==> src/rtl/if_fetch_stage_pkg.sv <==
`default_nettype none
// +------------------------------------------------------------------------+
// | if_fetch_stage_pkg : shared types and constants for the fetch stage     |
// | Rev 1.0 - initial release                                              |
// +------------------------------------------------------------------------+
package if_fetch_stage_pkg;

  localparam int unsigned IfFifoDepth = 2;
  localparam logic [31:0] ResetVector = 32'h0000_0000;
  localparam logic [31:0] NopInstr    = 32'h0000_0013;

  typedef struct packed {
    logic [31:0] instr;
    logic [31:0] pc;
    logic        fault;
  } if_entry_t;

  typedef enum logic [0:0] {
    IF_RUN  = 1'b0,
    IF_HALT = 1'b1
  } if_state_e;

endpackage
`default_nettype wire

==> src/rtl/if_fifo.sv <==
`default_nettype none
// +------------------------------------------------------------------------+
// | if_fifo : in-order instruction buffer with synchronous clear            |
// | Rev 1.0 - initial release                                              |
// +------------------------------------------------------------------------+
module if_fifo
  import if_fetch_stage_pkg::*;
#(
  parameter int unsigned Depth = IfFifoDepth,
  localparam int unsigned AW   = $clog2(Depth),
  localparam int unsigned CW   = AW + 1
) (
  input  logic          clk,
  input  logic          rst_n,
  input  logic          clear,
  input  logic          push,
  input  if_entry_t     push_data,
  input  logic          pop,
  output if_entry_t     head,
  output logic [CW-1:0] count,
  output logic          empty,
  output logic          full
);

  if_entry_t       mem [Depth];
  logic [AW-1:0]   wr_ptr;
  logic [AW-1:0]   rd_ptr;

  always_ff @(posedge clk or negedge rst_n) begin
    if (!rst_n) begin
      wr_ptr <= '0;
      rd_ptr <= '0;
      count  <= '0;
    end else if (clear) begin
      wr_ptr <= '0;
      rd_ptr <= '0;
      count  <= '0;
    end else begin
      if (push) wr_ptr <= wr_ptr + AW'(1);
      if (pop)  rd_ptr <= rd_ptr + AW'(1);
      count <= count + CW'(push) - CW'(pop);
    end
  end

  // Storage needs no reset: the top masks the head whenever the buffer is empty.
  always_ff @(posedge clk) begin
    if (push && !clear) mem[wr_ptr] <= push_data;
  end

  assign head  = mem[rd_ptr];
  assign empty = (count == '0);
  assign full  = (count == CW'(Depth));

endmodule
`default_nettype wire

==> src/rtl/if_fetch_stage.sv <==
`default_nettype none
// +------------------------------------------------------------------------+
// | if_fetch_stage : fetch PC, imem req/gnt/rvalid, buffered output to decode|
// | Optional IF_PERF_CNT_EN adds pop and stall counters. Rev 1.0 - initial  |
// +------------------------------------------------------------------------+
module if_fetch_stage #(
  parameter logic [31:0] ResetVector = if_fetch_stage_pkg::ResetVector,
  parameter int unsigned FifoDepth   = if_fetch_stage_pkg::IfFifoDepth
) (
  input  logic        clk,
  input  logic        rst_n,
  output logic        o_imem_req,
  output logic [31:0] o_imem_addr,
  input  logic        i_imem_gnt,
  input  logic        i_imem_rvalid,
  input  logic [31:0] i_imem_rdata,
  input  logic        i_imem_err,
  input  logic        i_redirect,
  input  logic [31:0] i_redirect_pc,
  input  logic        i_stall,
  output logic        o_valid,
  output logic [31:0] o_instr,
  output logic [31:0] o_pc,
  output logic        o_access_fault
`ifdef IF_PERF_CNT_EN
  ,
  output logic [31:0] o_fetch_cnt,
  output logic [31:0] o_stall_cnt
`endif
);

  import if_fetch_stage_pkg::*;

  localparam int unsigned CW = $clog2(FifoDepth) + 1;
  typedef logic [CW-1:0] cnt_t;
  typedef logic [CW:0]   sum_t;

  if_state_e   state;
  logic        fetch_en;
  logic [31:0] fetch_pc;
  logic [31:0] resp_pc;
  logic [31:0] redirect_pc;
  cnt_t        outstanding;
  cnt_t        drop;
  cnt_t        fifo_count;
  logic        fifo_empty;
  logic        fifo_full;
  if_entry_t   head;
  if_entry_t   push_entry;
  logic        credit_ok;
  logic        req_fire;
  logic        push;
  logic        pop;
  logic        unused_redirect_lsb;

  assign redirect_pc         = {i_redirect_pc[31:2], 2'b00};
  assign unused_redirect_lsb = ^i_redirect_pc[1:0];

  // Buffered plus in-flight entries may never exceed the buffer size.
  assign credit_ok  = (sum_t'(fifo_count) + sum_t'(outstanding)) < sum_t'(FifoDepth);
  assign o_imem_req = fetch_en && (state == IF_RUN) && !i_redirect && credit_ok;
  assign req_fire   = o_imem_req && i_imem_gnt;
  assign push       = i_imem_rvalid && !i_redirect && (drop == '0);
  assign pop        = !fifo_empty && !i_stall;

  assign push_entry.instr = i_imem_err ? NopInstr : i_imem_rdata;
  assign push_entry.pc    = resp_pc;
  assign push_entry.fault = i_imem_err;

  always_ff @(posedge clk or negedge rst_n) begin
    if (!rst_n) begin
      state       <= IF_RUN;
      fetch_en    <= 1'b0;
      fetch_pc    <= ResetVector;
      resp_pc     <= ResetVector;
      outstanding <= '0;
      drop        <= '0;
    end else begin
      fetch_en <= 1'b1;
      if (i_redirect) begin
        // Everything still in flight, minus a response landing now, is stale.
        state       <= IF_RUN;
        fetch_pc    <= redirect_pc;
        resp_pc     <= redirect_pc;
        outstanding <= outstanding - cnt_t'(i_imem_rvalid);
        drop        <= outstanding - cnt_t'(i_imem_rvalid);
      end else begin
        if (req_fire) fetch_pc <= fetch_pc + 32'd4;
        if (push)     resp_pc  <= resp_pc + 32'd4;
        outstanding <= outstanding + cnt_t'(req_fire) - cnt_t'(i_imem_rvalid);
        if (i_imem_rvalid && (drop != '0)) drop <= drop - cnt_t'(1);
        if (push && i_imem_err) state <= IF_HALT;
      end
    end
  end

  if_fifo #(
    .Depth (FifoDepth)
  ) u_fifo (
    .clk       (clk),
    .rst_n     (rst_n),
    .clear     (i_redirect),
    .push      (push),
    .push_data (push_entry),
    .pop       (pop),
    .head      (head),
    .count     (fifo_count),
    .empty     (fifo_empty),
    .full      (fifo_full)
  );

  a_no_overflow: assert property (@(posedge clk) disable iff (!rst_n) !(push && fifo_full));

  assign o_imem_addr    = fetch_pc;
  assign o_valid        = !fifo_empty;
  assign o_instr        = o_valid ? head.instr : '0;
  assign o_pc           = o_valid ? head.pc    : '0;
  assign o_access_fault = o_valid && head.fault;

`ifdef IF_PERF_CNT_EN
  always_ff @(posedge clk or negedge rst_n) begin
    if (!rst_n) begin
      o_fetch_cnt <= '0;
      o_stall_cnt <= '0;
    end else begin
      if (pop)                o_fetch_cnt <= o_fetch_cnt + 32'd1;
      if (o_valid && i_stall) o_stall_cnt <= o_stall_cnt + 32'd1;
    end
  end
`endif

endmodule
`default_nettype wire

==> config.mk <==
export PLATFORM = sky130hd
export DESIGN_NAME = if_fetch_stage
export DESIGN_NICKNAME = d
export VERILOG_FILES = /design/src/rtl/if_fetch_stage_pkg.sv /design/src/rtl/if_fifo.sv /design/src/rtl/if_fetch_stage.sv
export SDC_FILE = /design/constraint.sdc
export NUM_CORES = 1
export LEC_CHECK = 0
export CORE_ASPECT_RATIO = 1.25
export CORE_MARGIN = 3
export CORE_UTILIZATION = 45
export CTS_CLUSTER_DIAMETER = 50
export DETAILED_ROUTE_END_ITERATION = 10
export PLACE_DENSITY_LB_ADDON = 0.05
export SLEW_MARGIN = 20
export SYNTH_ARGS = -nofsm -noshare
export SYNTH_HDL_FRONTEND = slang
export SYNTH_SLANG_ARGS = --single-unit
==> constraint.sdc <==
create_clock -name clk -period 14.6 [get_ports clk]
set_clock_uncertainty 0.2 [all_clocks]
set_input_delay 2.19 -clock clk [delete_from_list [all_inputs] [get_ports clk]]
set_output_delay 2.19 -clock clk [all_outputs]
set_load 0.01 [all_outputs]
==> summary.md <==
| Metric | Value |
|---|---|
| Synthesized area divided by synthesized cell count | 12.4 µm² |
| Number of nets still failing antenna checks after routing | 0 |
| Sequential-to-total area share from yosys stat | 0.610 |
| Power Density | 146 mW/mm² |
| Longest Clk Path Bufs | 2 |
| Share of flip-flops with an asynchronous set or reset | 0.357 |
| Max_slew headroom | 0.353 |
| Count of vias placed by the detailed router | 6,173 |
| #FFs+latches synth | 196 |
| Global route overflow | 0 |
| Count of flip-flops with a built-in enable after synthesis | 126 |
| Initial antenna violation count | 0 |
| Number of distinct standard cells referenced by the synthesized netlist | 59 |
| Standby leakage power | 4.12 nW |
| Initial core utilization | 0.463 |
| Count of warnings emitted by yosys | 0 |
| Final estimated routing congestion in global placement | 0.902 |
| Detailed Route Iter0 Violations | 484 |
| CTS Buf Count | 17 |
| Syn Std Cell Area | 0.00907 mm² |
| Antenna cells | 0 |
| Detailed-routed wire length on met3 | 1070 µm |
| Share of total power in the clock network | 0.280 |
| CP Data Required Time | 12.21 ns |
| Final hold violation count | 0 |
| Pin count of the biggest net entering global routing | 71 |
| Total number of placement rows | 57 |
| Crit-path leading delay family | buffers and inverters |
| Clock transition at path regs | 0.07 ns |
| Sum of buffers and inverters on the critical path | 3 |
| Final layout net count | 966 |
| Critical path fanouts, max | 58 |
| Count of pins over their slew limit | 0 |
| Switching power summed over all nets | 517 µW |
| # port buffers | 163 |
| Wire length reported by the detailed router | 20,400 µm |
| Fraction of layout cells with a size suffix above 1 | 0.0857 |
| Commonest non-fill, non-tap cells in the layout | sky130_fd_sc_hd__clkdlybuf4s50_1 (161), sky130_fd_sc_hd__edfxtp_1 (126), sky130_fd_sc_hd__nor2_1 (88), sky130_fd_sc_hd__dfrtp_1 (69), sky130_fd_sc_hd__mux2i_1 (66) |
| Setup_tns | 0 ns |
| Classification of the worst-slack hold path | reg -> reg |
| Die Ht | 165 µm |
| Portion of total power attributed to sequential cells | 0.422 |
| Setup repair after global routing missed its margin | false |
| Path type of the worst setup path | in -> out |
| Worst-skew pair later-pin latency | 0.43 ns |
| Cell chosen for the clock root | sky130_fd_sc_hd__clkbuf_16 |
| Synth Instances | 734 |
| Final Non-Filler Cells | 1,164 |
| Most used flip-flop cell after synthesis | sky130_fd_sc_hd__edfxtp_1 |
| Cell taking the most area after synthesis | sky130_fd_sc_hd__edfxtp_1 |
| Data arrival, critical path | 3.76 ns |
| Final setup violating endpoints | 0 |
| Per-cell via count in the routed design | 5.30 |
| Maximum vdd ir drop | 0.0000899 V |
| Half-perimeter wire length of the detailed placement result | 13,500 µm |
| Setup repair bufs after CTS | 0 |
| Net switching fraction of the power | 0.307 |
| Overall die area | 0.0219 mm² |
| Commonest non-fill, non-tap cell in the layout | sky130_fd_sc_hd__clkdlybuf4s50_1 |
| Die extent in x | 133 µm |
| Most area-consuming cells after synthesis | sky130_fd_sc_hd__edfxtp_1 (42%), sky130_fd_sc_hd__dfrtp_1 (19%), sky130_fd_sc_hd__mux2i_1 (7.3%), sky130_fd_sc_hd__nor2_1 (3.7%), sky130_fd_sc_hd__xor2_1 (2.5%) |
| Upper clock frequency limit | 0.163 GHz |
| Worst path cell trace | buf_2 -> buf_4 -> nor4_2 -> and2_1 -> clkdlybuf4s50_1 |
| Number of cells after detailed placement | 1,131 |
| Clock period minus final worst setup slack | 6.15 ns |
| Crit end category | primary output |
| Synth top area share | 0.417 |
| Status | finished, final reports clean |
| Worst hold margin | 0.316 ns |
| Routed met2 length | 9720 µm |
| TritonCTS clock tree | yes |
| Area inside the core boundary | 0.0196 mm² |
| Mean routed wirelength per cell | 17.5 µm |
| Fraction of power consumed by combinational cells | 0.298 |
| Clock tree sinks | 196 |
| DRT met1 WL | 9090 µm |
| Setup slack of the critical path after layout | 8.45 ns |
| Post-CTS sizing | 0 |
| Internal Dissipation | 1.17 mW |
| Pre-CTS worst setup slack | 8.42 ns |
| Number of detailed-routing iterations run before antenna repair | 4 |
| Number of max-cap violations | 0 |
| Remaining DRCs | 0 |
| Layout overhead on the synthesized area | 26.9% |
| Top layer reached by signal wires | met4 |
| Hold_buf cts | 0 |
| Critical path launch point type | input port |
| Measured slew at the worst slew-check pin | 0.967 ns |
| Portion of the clock cycle consumed by the worst path in the final layout | 0.421 |
| First-pass GRT wire length | 32,300 µm |
| Largest stage delay on the critical path | 0.53 ns |
| Cell at the slowest stage of the critical path | sky130_fd_sc_hd__clkdlybuf4s50_1 |
| Gr usage total | 0.186 |
| # H-tree levels | 4 |
| Top-level I/O count | 170 |
| Vias in the first global route | 6,240 |
-- layer usage --
metal | up-vias | global-route usage
met1 | 3004 | 0.249
met2 | 203 | 0.300
li1 | 2934 | -
met4 | 0 | 0.0789
met5 | - | 0
met3 | 32 | 0.0344
-- synth_stat cells, drive strengths merged, types with 3 or more instances --
master / n
buf: 24
or2: 3
nor3: 8
and4: 5
a31oi: 4
xor2: 26
nand3: 33
edfxtp: 126
nor4: 3
a21oi: 14
o311ai: 7
o211ai: 6
or3: 4
dfrtp: 70
xnor2: 20
mux2: 14
mux2i: 66
nand4: 27
o21ai: 24
nand2b: 4
nor2b: 32
and3: 10
clkbuf: 19
nand2: 40
inv: 19
or4: 5
nor2: 90
and2: 5
ha: 8
-- worst paths after layout --
path	start	endpoint	slack, ns	cells after the start
max	i_redirect	o_imem_req	8.45	5
min	resp_pc[5]	u_fifo.mem[1][6]	0.32	0
max reg2reg	u_fifo.count[0]	outstanding[1]	11.12	13
min reg2reg	resp_pc[5]	u_fifo.mem[1][6]	0.32	0
max in group asynchronous	rst_n	u_fifo.rd_ptr	11.70	2
min in group asynchronous	rst_n	o_imem_addr[4]	1.77	2
-- power by group through the flow --
stage	clock, mW	combinational (mW)	sequential, mW
2_1_floorplan	0	0.279	0.699
3_3_place_gp	0	0.491	0.729
3_5_place_dp	0	0.496	0.732
4_1_cts	0.483	0.499	0.721
5_1_grt	0.505	0.548	0.718
6_report	0.471	0.502	0.710
-- sequential cells by signal (all words and copies together) (netlist names) --
name / cells
u_fifo.rd_ptr: 1
fetch_en: 1
u_fifo.count: 2
u_fifo.wr_ptr: 1
o_imem_addr: 30
u_fifo.mem: 126
drop: 2
state: 1
resp_pc: 30
outstanding: 2
-- through the flow --
stage           util  total power, mW  instance area, µm²
3_5_place_dp   0.556             1.23               10900
6_report       0.587             1.68               11500
4_1_cts        0.586             1.70               11500
2_1_floorplan      -            0.978                9080
5_1_grt        0.587             1.77               11500
3_3_place_gp   0.556             1.22               10900
-- cells by family (layout without fill, tap and decap cells) --
kind of cell / Yosys count / in the layout / synth area share
compound gates: 66 / 66 / 0.0452
xor+xnor: 46 / 46 / 0.0444
fa+ha+maj: 9 / 9 / 0.0132
buf+inv: 62 / 224 / 0.0328
flops: 196 / 196 / 0.610
mux: 80 / 80 / 0.0902
other cells: 2 / 5 / 0.000828
simple gates: 273 / 273 / 0.163
-- area by class of cell --
| cell class | count | area [µm²] |
|---|---|---|
| fillers | 1595 | 8100 |
| repair buffers | 173 | 1710 |
| clock buffers | 17 | 425 |
| multi-input cells | 479 | 3260 |
| well taps | 265 | 332 |
| flip-flops and latches | 196 | 5540 |
| clock inverters | 15 | 176 |
| inverters | 19 | 71.3 |
Note: power is estimated with default switching activity, not from simulation.
